[src/rtl/cla_adder_seq.sv]
// Sequential carry-lookahead adder: one GROUP-bit lookahead slice per clock.
// Optional signed overflow output enabled by defining CLA_SEQ_OVERFLOW_EN.
module cla_adder_seq #(
  parameter int WIDTH = 16,
  parameter int GROUP = 4
) (
  input  logic             clk,
  input  logic             reset_n,
  input  logic             in_valid,
  output logic             in_ready,
  input  logic [WIDTH-1:0] a,
  input  logic [WIDTH-1:0] b,
  input  logic             carry_in,
  output logic             out_valid,
  input  logic             out_ready,
  output logic [WIDTH-1:0] sum,
  output logic             carry_out
`ifdef CLA_SEQ_OVERFLOW_EN
  ,
  output logic             overflow
`endif
);

  localparam int NG = WIDTH / GROUP;
  localparam int CW = (NG > 1) ? $clog2(NG) : 1;

  typedef enum logic [1:0] {
    IDLE,
    ADD,
    DONE
  } state_t;

  state_t           state_q, state_d;
  logic [CW-1:0]    cnt_q, cnt_d;
  logic             carry_q, carry_d;
  logic [WIDTH-1:0] a_q, a_d;
  logic [WIDTH-1:0] b_q, b_d;
  logic [WIDTH-1:0] wsum_q, wsum_d;
  logic [WIDTH-1:0] sum_q, sum_d;
  logic             cout_q, cout_d;
`ifdef CLA_SEQ_OVERFLOW_EN
  logic             ovf_q, ovf_d;
`endif

  int               base;
  logic [GROUP-1:0] ga, gb, g, p, s;
  logic [GROUP:0]   c;
  logic             cx, tt;
  logic             last;

  // Lookahead block: every group carry is a flat sum of g/p products.
  always_comb begin
    base = int'(cnt_q) * GROUP;
    ga   = a_q[base +: GROUP];
    gb   = b_q[base +: GROUP];
    g    = ga & gb;
    p    = ga ^ gb;
    c    = '0;
    cx   = 1'b0;
    tt   = 1'b0;
    c[0] = carry_q;
    for (int i = 0; i < GROUP; i++) begin
      cx = carry_q;
      for (int j = 0; j <= i; j++) cx = cx & p[j];
      for (int j = 0; j <= i; j++) begin
        tt = g[j];
        for (int k = j + 1; k <= i; k++) tt = tt & p[k];
        cx = cx | tt;
      end
      c[i+1] = cx;
    end
    s = p ^ c[GROUP-1:0];
  end

  assign last      = (cnt_q == CW'(NG - 1));
  assign out_valid = (state_q == DONE);
  assign in_ready  = (state_q == IDLE) |
                     ((state_q == DONE) & out_ready);

  always_comb begin
    state_d = state_q;
    cnt_d   = cnt_q;
    carry_d = carry_q;
    a_d     = a_q;
    b_d     = b_q;
    wsum_d  = wsum_q;
    sum_d   = sum_q;
    cout_d  = cout_q;
`ifdef CLA_SEQ_OVERFLOW_EN
    ovf_d   = ovf_q;
`endif
    unique case (state_q)
      IDLE: begin
        if (in_valid) begin
          a_d     = a;
          b_d     = b;
          carry_d = carry_in;
          cnt_d   = '0;
          state_d = ADD;
        end
      end
      ADD: begin
        wsum_d[base +: GROUP] = s;
        carry_d = c[GROUP];
        cnt_d   = cnt_q + 1'b1;
        if (last) begin
          sum_d   = wsum_d;
          cout_d  = c[GROUP];
`ifdef CLA_SEQ_OVERFLOW_EN
          ovf_d   = c[GROUP] ^ c[GROUP-1];
`endif
          state_d = DONE;
        end
      end
      DONE: begin
        if (out_ready) begin
          if (in_valid) begin
            a_d     = a;
            b_d     = b;
            carry_d = carry_in;
            cnt_d   = '0;
            state_d = ADD;
          end else begin
            state_d = IDLE;
          end
        end
      end
      default: state_d = IDLE;
    endcase
  end

  always_ff @(posedge clk or negedge reset_n) begin
    if (!reset_n) begin
      state_q <= IDLE;
      cnt_q   <= '0;
      carry_q <= 1'b0;
      a_q     <= '0;
      b_q     <= '0;
      wsum_q  <= '0;
      sum_q   <= '0;
      cout_q  <= 1'b0;
`ifdef CLA_SEQ_OVERFLOW_EN
      ovf_q   <= 1'b0;
`endif
    end else begin
      state_q <= state_d;
      cnt_q   <= cnt_d;
      carry_q <= carry_d;
      a_q     <= a_d;
      b_q     <= b_d;
      wsum_q  <= wsum_d;
      sum_q   <= sum_d;
      cout_q  <= cout_d;
`ifdef CLA_SEQ_OVERFLOW_EN
      ovf_q   <= ovf_d;
`endif
    end
  end

  assign sum       = sum_q;
  assign carry_out = cout_q;
`ifdef CLA_SEQ_OVERFLOW_EN
  assign overflow  = ovf_q;
`endif

endmodule

[config.mk]
export PLATFORM = sky130hd
export DESIGN_NAME = cla_adder_seq
export DESIGN_NICKNAME = d
export VERILOG_FILES = /design/src/rtl/cla_adder_seq.sv
export SDC_FILE = /design/constraint.sdc
export NUM_CORES = 1
export LEC_CHECK = 0
export CAP_MARGIN = 20
export CORE_UTILIZATION = 35
export DETAILED_ROUTE_END_ITERATION = 7
export SLEW_MARGIN = 20
export SYNTH_ARGS = -nofsm -noshare
export SYNTH_HDL_FRONTEND = slang
export SYNTH_SLANG_ARGS = --single-unit
[constraint.sdc]
create_clock -name clk -period 5.8 [get_ports clk]
set_input_delay 0.58 -clock clk [delete_from_list [all_inputs] [get_ports clk]]
set_output_delay 0.58 -clock clk [all_outputs]
set_load 0.02 [all_outputs]
==> metrics.csv <==
metric,value,unit
status,finished with violations,
violations,DRC,
die_w,98.5,um
die_area,9710,um^2
ys_types,38,
nNetsFinal,362,
grt_pass1_vias,2268,
use_met2,24.4,%
synth-xor-area-share,0.269,%
use_met3,4.26,%
cts-hold-fix-buffers,0,
synth_top_area_cell,dfrtp_1,
clk_pin_slew,70,ps
syn_avg_cell_area,12.8,um^2
min_path_type,primary input to asynchronous set/reset pin,
post_cts_buffers,0,
cts_buffers,9,
cp-end-kind,flip-flop,
synth_compound_area_share,12.2,%
hold_violations,0,
synth_most_common_cell,dfrtp_1,
synth_fp_nets,304,
grt_setup_unrepaired,no,
syn_inst,255,
tightest_slew,877,ps
timing.max_cap.violations,0,
maxSlewViolCount,0,
drt_iter0_markers,115,
insertion_delay,340,ps
yosysWarnings,0,
wirelength,6.80,mm
ctsResizeCount,0,
worst_slew_margin_rel,41.1,%
worstPathArrival,3380,ps
drtPass1Iterations,8,
crit_path_max_fanout,15,
fin_cells,426,
viasPerCell,5.26,
drc,2,
finalWeightedCongestion,0.801,
rows,34,
setup_tns,0,ps
fin_util,45.6,%
clockBufferDepth,2,
dp_cells,410,
ios,56,
synth_top_area_share,53.7,%
met1_usage,20.2,%
syn2layout_area_growth,24.4,%
antenna_found_initial,0,
place_area,3900,um^2
leakagePower,0.00173,uW
track_usage,15.1,%
hold_slack,434,ps
synthArstFlopShare,100,%
start_util,36.7,%
cts-root-buf,clkbuf_8,
crit_required,6020,ps
powerDensity,643,nW/um^2
grt_pass1_wl,11.4,mm
critPathLaunchType,flip-flop,
clock.fmax,317,MHz
synth-main-ff-cell,dfrtp_1,
ys_seq_area_share,53.7,%
finalSetupViolations,0,
wire_per_inst,16.0,um
synth_fa_ha_area_share,4.83,%
fin_crit,3150,ps
synth_area_leaders,"dfrtp_1 (54%), mux2_2 (11%), mux4_2 (5.5%), ha_1 (4.2%), nor2_1 (3.5%)",
io_buffers,55,
cts_tree,built,
diodes,0,
design_area,4060,um^2
numClockSinks,70,
synth_seq_cells,70,
fin_crit_sh,54.3,%
synth_top_family_by_area,multiplexers,
die_y,98.5,um
synth.area.mux_share,16.9,%
grt_busiest_layer,met2,
drive_above_1_share,19.5,%
clock_skew,5.03,ps
nFillCells,865,
postRouteAntennaNets,0,
vdd_drop_max,0.000235,V
yosys.area_share.simple,8.75,%
grt_max_degree,71,
core-area,8890,um^2
yosys-top-cells-count,"dfrtp_1 (70), mux2_2 (33), nor2_1 (30)",
path_class,flip-flop to flip-flop,
cts_max_level,3,
syn_area,3260,um^2
vias,2239,
dp_hpwl,4.73,mm
gr-total-overflow,0,
synth_edf_count,0,
-- state kept, by name (all words and copies together), names as in the netlist --
name / cells
carry_q: 1
state_q: 2
carry_out: 1
a_q: 16
b_q: 16
sum: 16
cnt_q: 2
wsum_q: 16
-- cells in the final DEF (no fill, tap or decap), types with 8 or more instances in the layout --
cell type / n
dfrtp_1: 70
clkdlybuf4s50_1: 54
mux2_2: 33
nor2_1: 30
inv_1: 11
a221oi_1: 11
ha_1: 11
a21oi_1: 10
clkbuf_8: 10
mux4_2: 8
nand2_1: 8
a32o_1: 8
a22o_1: 8
-- layer usage --
layer | wire length (um) | part of all wire [%]
met5 | 0 | 0
met4 | 61 | 0.90
met3 | 375 | 5.5
met2 | 3160 | 46
met1 | 3200 | 47
-- worst max-delay path, cell delays in order (launching register included) --
cell and delay, ps:
dfrtp_1 830, mux4_2 620, ha_1 310, ha_1 190, o211a_1 260, or3_4 400, and2_4 190, a32o_1 240
-- power by group --
group / total [uW] / internal (uW) / switching [uW]
Sequential: 869 / 713 / 157
Clock: 334 / 167 / 166
Combinational: 1410 / 648 / 759
Total: 2610 / 1530 / 1080
-- cell families after synthesis --
| logic type | count (synthesis) |
|---|---|
| xor+xnor | 1 |
| buf+inv | 22 |
| fa+ha+maj | 12 |
| mux | 41 |
| flops | 70 |
| compound gates | 51 |
| simple gates | 58 |
-- final timing paths --
| kind | from | end | slack [ps] | cells after the start |
|---|---|---|---|---|
| min | reset_n | wsum_q[9] | 430 | 2 |
| min in group clk | wsum_q[6] | wsum_q[6] | 490 | 1 |
| min reg2reg | wsum_q[6] | wsum_q[6] | 490 | 1 |
| max in group asynchronous | reset_n | wsum_q[6] | 4770 | 2 |
| max | cnt_q[0] | wsum_q[11] | 2650 | 7 |
| max reg2reg | cnt_q[0] | wsum_q[11] | 2650 | 7 |
-- area by class of cell --
| type | instances | area [um^2] | share of cell area [%] |
|---|---|---|---|
| timing repair buffer | 58 | 568 | 14.0 |
| clock inverter | 1 | 5.00 | 0.123 |
| multi-input combinational | 163 | 1400 | 34.5 |
| inverter | 11 | 41.3 | 1.02 |
| sequential | 70 | 1750 | 43.2 |
| clock buffer | 15 | 156 | 3.85 |
| tap | 108 | 135 | 3.33 |
-- per-stage QoR --
step	total power, uW	setup WS [ps]
finish	2610	2650
global route	2820	2410
CTS	2640	2610
detailed placement	2290	2610
global placement	2280	2680
floorplan	1850	3040
(Power assumes the default switching activity.)
